==> config.mk <==
export PLATFORM = sky130hd
export DESIGN_NAME = vec_issue_ctrl
export DESIGN_NICKNAME = d
export VERILOG_FILES = /design/src/rtl/vec_issue_ctrl.sv
export SDC_FILE = /design/constraint.sdc
export NUM_CORES = 1
export LEC_CHECK = 0
export ABC_AREA = 1
export CORE_UTILIZATION = 30
export DETAILED_ROUTE_END_ITERATION = 10
export PLACE_DENSITY_LB_ADDON = 0.05
export SLEW_MARGIN = 0
export SYNTH_ARGS = -nofsm -noshare
export SYNTH_HDL_FRONTEND = slang
export SYNTH_SLANG_ARGS = --single-unit
==> constraint.sdc <==
create_clock -name clk -period 1.5 [get_ports clk]
set_clock_uncertainty 0.1 [all_clocks]
set_input_delay 0.3 -clock clk [delete_from_list [all_inputs] [get_ports clk]]
set_output_delay 0.3 -clock clk [all_outputs]
set_load 0.005 [all_outputs]
==> src/rtl/vec_issue_ctrl.sv <==
// vec_issue_ctrl: issue/sequencing controller for the vector execution datapath.
// Accepts one decoded instruction at a time, holds the extender ImmSrc select,
// and sequences ALU ops, branch redirects and per-lane vector load/store beats.
// Optional build macro: VEC_MEM_TIMEOUT_EN (abort a MEM beat that waits
// TIMEOUT_CYC cycles without mem_ack, pulsing err instead of done).
module vec_issue_ctrl #(
    parameter int unsigned LANES       = 8,
    parameter int unsigned LANE_W      = 3,
    parameter int unsigned TIMEOUT_CYC = 16
) (
    input  logic              clk,
    input  logic              reset,
    input  logic              instr_valid,
    output logic              instr_ready,
    input  logic [1:0]        Op,
    input  logic [1:0]        ImmKind,
    output logic [1:0]        ImmSrc,
    output logic              alu_en,
    output logic              pc_src,
    output logic              mem_req,
    output logic              mem_we,
    input  logic              mem_ack,
    output logic [LANE_W-1:0] lane_idx,
    output logic              busy,
    output logic              done,
    output logic              err
);

    localparam logic [2:0] S_IDLE   = 3'd0;
    localparam logic [2:0] S_ALU    = 3'd1;
    localparam logic [2:0] S_BR     = 3'd2;
    localparam logic [2:0] S_MEM    = 3'd3;
    localparam logic [2:0] S_RETIRE = 3'd4;

    localparam logic [1:0] OP_ALU      = 2'b00;
    localparam logic [1:0] OP_ST       = 2'b10;
    localparam logic [1:0] OP_BR       = 2'b11;
    localparam logic [1:0] IMM_ILLEGAL = 2'b11;

    localparam logic [LANE_W-1:0] LAST_LANE = LANE_W'(LANES - 1);

    // Reject inconsistent lane-width or zero-timeout configurations at elaboration.
    if ((LANE_W != $clog2(LANES)) || (TIMEOUT_CYC == 0)) begin : g_param_check
        $error("vec_issue_ctrl: LANE_W must equal clog2(LANES) and TIMEOUT_CYC must be nonzero");
    end

    logic [2:0]        state_q,   state_d;
    logic [LANE_W-1:0] lane_q,    lane_d;
    logic [1:0]        imm_src_q, imm_src_d;
    logic              mem_we_q,  mem_we_d;
    logic              ready_q,   ready_d;
    logic              err_q,     err_d;
    logic              accept;

`ifdef VEC_MEM_TIMEOUT_EN
    localparam int unsigned WAIT_W = $clog2(TIMEOUT_CYC + 1);
    localparam logic [WAIT_W-1:0] WAIT_LAST = WAIT_W'(TIMEOUT_CYC - 1);

    logic [WAIT_W-1:0] wait_q, wait_d;
`endif

    // instr_ready is registered, so a handshake needs it already high.
    assign accept = instr_valid && ready_q;

    // Next-state, lane counter, latched select and error pulse.
    always_comb begin
        state_d   = state_q;
        lane_d    = lane_q;
        imm_src_d = imm_src_q;
        mem_we_d  = mem_we_q;
        err_d     = 1'b0;
`ifdef VEC_MEM_TIMEOUT_EN
        wait_d    = '0;
`endif
        case (state_q)
            S_IDLE: begin
                if (accept) begin
                    if (ImmKind == IMM_ILLEGAL) begin
                        // Illegal immediate: drop the instruction, flag it, clear the select.
                        err_d     = 1'b1;
                        imm_src_d = 2'b00;
                    end else begin
                        imm_src_d = ImmKind;
                        mem_we_d  = (Op == OP_ST);
                        lane_d    = '0;
                        case (Op)
                            OP_ALU:  state_d = S_ALU;
                            OP_BR:   state_d = S_BR;
                            default: state_d = S_MEM;
                        endcase
                    end
                end
            end
            S_ALU, S_BR: begin
                state_d = S_RETIRE;
            end
            S_MEM: begin
                if (mem_ack) begin
                    if (lane_q == LAST_LANE) begin
                        state_d = S_RETIRE;
                    end else begin
                        lane_d = lane_q + 1'b1;
                    end
                end
`ifdef VEC_MEM_TIMEOUT_EN
                else if (wait_q == WAIT_LAST) begin
                    state_d = S_IDLE;
                    err_d   = 1'b1;
                end else begin
                    wait_d = wait_q + 1'b1;
                end
`endif
            end
            S_RETIRE: begin
                state_d = S_IDLE;
            end
            default: begin
                state_d = S_IDLE;
            end
        endcase
        ready_d = (state_d == S_IDLE);
    end

    // State and registered-output flops.
    always_ff @(posedge clk or negedge reset) begin
        if (!reset) begin
            state_q   <= S_IDLE;
            lane_q    <= '0;
            imm_src_q <= 2'b00;
            mem_we_q  <= 1'b0;
            ready_q   <= 1'b0;
            err_q     <= 1'b0;
        end else begin
            state_q   <= state_d;
            lane_q    <= lane_d;
            imm_src_q <= imm_src_d;
            mem_we_q  <= mem_we_d;
            ready_q   <= ready_d;
            err_q     <= err_d;
        end
    end

`ifdef VEC_MEM_TIMEOUT_EN
    // Cycles spent in MEM since entry or the last ack.
    always_ff @(posedge clk or negedge reset) begin
        if (!reset) begin
            wait_q <= '0;
        end else begin
            wait_q <= wait_d;
        end
    end
`endif

    assign instr_ready = ready_q;
    assign ImmSrc      = imm_src_q;
    assign mem_we      = mem_we_q;
    assign lane_idx    = lane_q;
    assign err         = err_q;
    assign busy        = (state_q != S_IDLE);
    assign alu_en      = (state_q == S_ALU);
    assign pc_src      = (state_q == S_BR);
    assign mem_req     = (state_q == S_MEM);
    assign done        = (state_q == S_RETIRE);

endmodule

==> results of run 1 <==
[cells in the final DEF, fill, tap and decap left out]
cell type and count:
nor2_2 1, nand3b_4 1, buf_6 2, nand2_2 6
dlygate4sd2_1 7, nor3_2 2, inv_2 4, nor2_4 3
o21ai_1 3, dfrtp_1 10, dlymetal6s2s_1 1, nand3_2 1
nor3_1 1, inv_1 8, clkbuf_4 3, nand2_1 14
buf_2 5, clkbuf_1 1, or2_2 1, ha_2 2
clkdlybuf4s50_1 7, nand3_1 8, buf_4 21, nor2_1 5
dfrtp_2 1, o21ai_2 1
[power breakdown]
group	internal [mW]	switching [mW]	leakage, nW
sequential	0.390	0.0547	0.144
combinational	0.480	0.391	0.438
clock	0.103	0.101	0.0150
total	0.973	0.547	0.597
[layer usage]
layer,vias up,global-route usage [%],wire length [um]
met5,-,0,0
met4,0,10.3,42
met2,16,26.1,717
met3,5,2.31,44
met1,292,16.5,561
li1,319,-,-
[cell usage after synthesis (all sizes together)]
library cell,n
ha,2
dfrtp,11
nand3,9
nand2,20
nand3b,1
o21ai,4
inv,12
nor3,3
or2,1
nor2,9
[state kept, by name (all words and copies together), names as in the netlist]
register and cells:
ImmSrc 2, lane_idx 3, instr_ready 1, mem_we 1, err 1, state_q 3
[how the worst max path moves through the flow]
stage	from	end	slack [ns]	depth (start not counted)
6_report	state_q[2]	busy	-0.06	5
3_5_place_dp	state_q[2]	alu_en	-0.06	2
2_1_floorplan	lane_idx[0]	lane_idx[0]	0.18	5
5_1_grt	state_q[1]	busy	-0.11	5
4_1_cts	state_q[2]	busy	-0.06	5
3_3_place_gp	state_q[2]	busy	-0.05	4
[cell families (layout without fill, tap and decap cells)]
| group | Yosys count | in the layout |
|---|---|---|
| and+or+nand+nor | 43 | 43 |
| buffers and inverters | 12 | 59 |
| DFF | 11 | 11 |
| AOI/OAI and AO/OA | 4 | 4 |
| adders and majority gates | 2 | 2 |
[per-stage QoR]
step                      setup WS, ns  std cells  setup TNS, ns
after CTS                      -0.0644        143         -0.158
after floorplan                  0.178         72              0
after global routing            -0.106        144         -0.336
after global placement         -0.0531        130         -0.246
after detailed placement       -0.0644        130         -0.315
final                          -0.0632        144         -0.148
[repair_timing]
action | 4_1_cts | 5_1_grt
endpoints found under the setup margin | 12 | 7
pin swaps | 3 | 3
buffers inserted | 9 | 1
gates resized for setup | 36 | 2
[area by class of cell]
cell class | instances | area [um2] | share of cell area [%]
well taps | 25 | 31.3 | 3.03
inverters | 12 | 45.0 | 4.36
repair buffers | 43 | 349 | 33.8
multi-input cells | 49 | 304 | 29.5
clock buffers | 4 | 26.3 | 2.55
flip-flops and latches | 11 | 277 | 26.8
==> results.sh, run 1 <==
export IMPL_status="finished, violations left"
export IMPL_violations="setup timing"
export IMPL_holdWs_ns=0.216
export IMPL_die_y_um=47.0
export IMPL_relSlewSlack_pct=89.3
export IMPL_root_buffer="clkbuf_4"
export IMPL_fin_util_pct=57.3
export IMPL_grt_pass1_wl_um=2220
export IMPL_worstPathArrival_ns=1.16
export IMPL_placed_area_um2=936
export IMPL_r2r_end="instr_ready"
export IMPL_die_area_um2=2210
export IMPL_synthesis_area_um2=607
export IMPL_synth_top_family_by_area="simple AND/OR/NAND/NOR gates"
export IMPL_synth_adder_area_share_pct=4.12
export IMPL_yosysTopAreaCellShare_pct=45.4
export IMPL_drt_iter0_markers=9
export IMPL_clock_fmax_mhz=640
export IMPL_drt_total_wl_um=1370
export IMPL_ff2ff_path_depth=8
export IMPL_fin_crit_sh_pct=104
export IMPL_grt_pass1_vias=569
export IMPL_htreeDepth=1
export IMPL_hold_violations=0
export IMPL_synth_top_area_cell="dfrtp_1"
export IMPL_syn_area_per_cell_um2=8.43
export IMPL_min_period_ns=1.56
export IMPL_path_delay_family="flip-flops"
export IMPL_startpoint_type="flop"
export IMPL_fin_area_um2=1030
export IMPL_synth_nets=82
export IMPL_crit_chain="buf_6 > buf_6 > nor2_4 > inv_2 > buf_2"
export IMPL_cpPeakStageDelay_ns=0.42
export IMPL_vias=632
export IMPL_crit_fanout=3
export IMPL_r2r_setup_slack_ns=0.05
export IMPL_grt_usage_pct=14.9
export IMPL_vdd_drop_max_mv=0.870
export IMPL_ant_nets=0
export IMPL_dr_pass1_iters=4
export IMPL_postCtsHoldBufs=0
export IMPL_syn_instance_count=72
export IMPL_clkLatencyLatePin_ns=0.27
export IMPL_slew_viol_final=0
export IMPL_synth_compound_area_share_pct=3.92
export IMPL_numCtsBuffers=3
export IMPL_max_cap_violations=0
export IMPL_ys_seq_area_share_pct=45.4
export IMPL_critPathSlowestCell="dfrtp_2"
export IMPL_cp_end_kind="output pin"
export IMPL_path_buf_inv=4
export IMPL_final_fill_count=180
export IMPL_setup_violations=4
export IMPL_gp_congestion=0.834
export IMPL_ys_ff_latch=11
export IMPL_drc=0
export IMPL_syn2layout_area_growth_pct=70.1
export IMPL_synthXorXnorAreaFrac_pct=0
export IMPL_rows=15
export IMPL_cts_buffer_depth=2
export IMPL_wl_per_cell_um=9.49
export IMPL_fin_nets=130
export IMPL_setup_ws_ns=-0.0632
export IMPL_viasPerCell=4.39
export IMPL_critPathKind="flop to output pin"
export IMPL_ys_warn_count=0
export IMPL_cts_tree="yes"
export IMPL_layout_drive_gt1_share_pct=45.4
export IMPL_power_density_nw_per_um2=1470
export IMPL_diodes=0
export IMPL_hold_path_class="input pin to async pin"
export IMPL_initial_utilization_pct=33.7
export IMPL_worst_pin_slew_ns=0.159
export IMPL_r2r_start="lane_idx[0]"
export IMPL_clock_sinks=11
export IMPL_leakage_nw=0.597
export IMPL_path_clk_slew_ns=0.07
export IMPL_antenna_found_initial=0
export IMPL_dpl_hpwl_um=1030
export IMPL_finalPower_mw=1.52
export IMPL_ys_types=16
export IMPL_crit_top_cell="buf_6"
export IMPL_critPathRequiredTime_ns=1.10
export IMPL_die_w_um=47.0
export IMPL_core_um2=1800
export IMPL_muxShareOfSynthArea_pct=0
export IMPL_rsz0062_at_grt="yes"
export IMPL_synthSimpleGateAreaFrac_pct=39.2
export IMPL_grt_max_degree=12
export IMPL_yosys_top_cells_area="dfrtp_1, nand2_1, nand3_1"
export IMPL_ioPinCount=21
export IMPL_overflow=0
export IMPL_io_buffers=20
Note: power is estimated with default switching activity, not from simulation.
==> run 2: changes to the inputs <==
--- a/config.mk
+++ b/config.mk
@@ -6,9 +6,11 @@
 export NUM_CORES = 1
 export LEC_CHECK = 0
 export ABC_AREA = 1
+export CAP_MARGIN = 10
 export CORE_UTILIZATION = 30
 export DETAILED_ROUTE_END_ITERATION = 10
 export PLACE_DENSITY_LB_ADDON = 0.05
+export SKIP_LAST_GASP = 1
 export SLEW_MARGIN = 0
 export SYNTH_ARGS = -nofsm -noshare
 export SYNTH_HDL_FRONTEND = slang
==> results.sh, run 2 (synthesized netlist as in run 1, its figures left out) <==
export IMPL_ioPinCount=21
export IMPL_worst_pin_slew_ns=0.163
export IMPL_grt_pass1_vias=566
export IMPL_min_period_ns=1.56
export IMPL_fin_nets=130
export IMPL_dr_pass1_iters=4
export IMPL_layout_common_cells="buf_4, nand2_1, dfrtp_1"
export IMPL_worstPathArrival_ns=1.16
export IMPL_violations="setup timing"
export IMPL_setup_violations=4
export IMPL_drt_iter0_markers=8
export IMPL_cp_end_kind="output pin"
export IMPL_cts_buffer_depth=2
export IMPL_htreeDepth=1
export IMPL_clock_fmax_mhz=639
export IMPL_gp_congestion=0.834
export IMPL_grt_usage_pct=15.2
export IMPL_rsz0062_at_grt="yes"
export IMPL_antenna_found_initial=0
export IMPL_placed_area_um2=936
export IMPL_vias=625
export IMPL_io_buffers=20
export IMPL_overflow=0
export IMPL_viasPerCell=4.34
export IMPL_drt_total_wl_um=1400
export IMPL_startpoint_type="flop"
export IMPL_critPathRequiredTime_ns=1.10
export IMPL_slew_viol_final=0
export IMPL_max_cap_violations=0
export IMPL_fin_area_um2=1040
export IMPL_dpl_hpwl_um=1030
export IMPL_critPathKind="flop to output pin"
export IMPL_syn2layout_area_growth_pct=71.8
export IMPL_numCtsBuffers=3
export IMPL_fin_crit_sh_pct=104
export IMPL_r2r_setup_slack_ns=0.04
export IMPL_core_um2=1800
export IMPL_setup_ws_ns=-0.0641
export IMPL_dp_slack_ns=-0.0644
export IMPL_mostFrequentLayoutCell="buf_4"
export IMPL_hold_path_class="input pin to async pin"
export IMPL_grt_max_degree=12
export IMPL_grt_pass1_wl_um=2260
export IMPL_clock_sinks=11
export IMPL_ant_nets=0
export IMPL_hold_violations=0
export IMPL_clkLatencyLatePin_ns=0.27
export IMPL_status="finished, violations left"
export IMPL_die_y_um=47.0
export IMPL_crit_fanout=3
export IMPL_die_w_um=47.0
export IMPL_final_fill_count=179
export IMPL_wl_per_cell_um=9.72
export IMPL_drc=0
export IMPL_initial_utilization_pct=33.7
export IMPL_layout_drive_gt1_share_pct=45.4
export IMPL_cts_tree="yes"
export IMPL_vdd_drop_max_mv=0.871
export IMPL_leakage_nw=0.597
export IMPL_die_area_um2=2210
export IMPL_root_buffer="clkbuf_4"
export IMPL_relSlewSlack_pct=89.0
export IMPL_rows=15
export IMPL_power_density_nw_per_um2=1460
export IMPL_diodes=0
export IMPL_path_clk_slew_ns=0.07
## run 2: cell counts in the layout (fill, tap and decap cells not counted)
No cell type changed its count.
## run 2: cell type report
| type | instances | area, um2 | share of cell area [%] |
|---|---|---|---|
| Clock buffer | 4 | 26.3 | 2.52 |
| Inverter | 12 | 45.0 | 4.32 |
| Multi-Input combinational cell | 49 | 314 | 30.1 |
| Sequential cell | 11 | 277 | 26.5 |
| Tap cell | 25 | 31.3 | 3.00 |
| Timing Repair Buffer | 43 | 349 | 33.5 |
## run 2: metrics by stage
step / power, mW / utilization [%] / TNS (ns) / hold WS (ns) / cells
after floorplan: 0.787 / - / 0 / -0.0956 / 72
after global placement: 1.24 / 51.9 / -0.246 / 0.361 / 130
after detailed placement: 1.23 / 51.9 / -0.315 / 0.369 / 130
after CTS: 1.52 / 56.3 / -0.217 / 0.218 / 143
after global routing: 1.63 / 57.8 / -0.351 / 0.235 / 144
final: 1.52 / 57.8 / -0.145 / 0.219 / 144
## run 2: worst max-delay path, stage by stage, from the launching register on
cell and delay [ns]:
dfrtp_2 0.42, buf_6 0.12, buf_6 0.10, nor2_4 0.09, inv_2 0.05, buf_2 0.12
## run 2: final timing paths
check                      cells past startpoint   startpoint          end
min                                            2        reset    ImmSrc[0]
max                                            5   state_q[2]         busy
min in group clk                               2    ImmSrc[0]    ImmSrc[0]
min reg2reg                                    2    ImmSrc[0]    ImmSrc[0]
max in group asynchronous                      2        reset   state_q[2]
max reg2reg                                    8  lane_idx[0]  instr_ready
## run 2: repair_timing
item | in CTS | in global routing
endpoints found under the setup margin | 12 | 10
resized for setup | 34 | 5
pin swaps | 2 | 5
buffers inserted | 9 | 1
hold buffers | 0 | 0
## run 2: report_power, final
part	switching [mW]	internal, mW	total, mW	leakage [nW]
logic	0.392	0.481	0.872	0.438
registers	0.0550	0.390	0.445	0.144
clock network	0.101	0.103	0.204	0.0150
total	0.547	0.974	1.52	0.597
## run 2: per-layer routing
metal  global-route usage [%]  part of all wire (%)  vias up
li1                         -                     -      318
met1                     17.2                    41      286
met2                     26.1                    53       16
met3                     2.31                   3.3        5
met4                     10.3                   2.6        0
met5                        0                     0        -
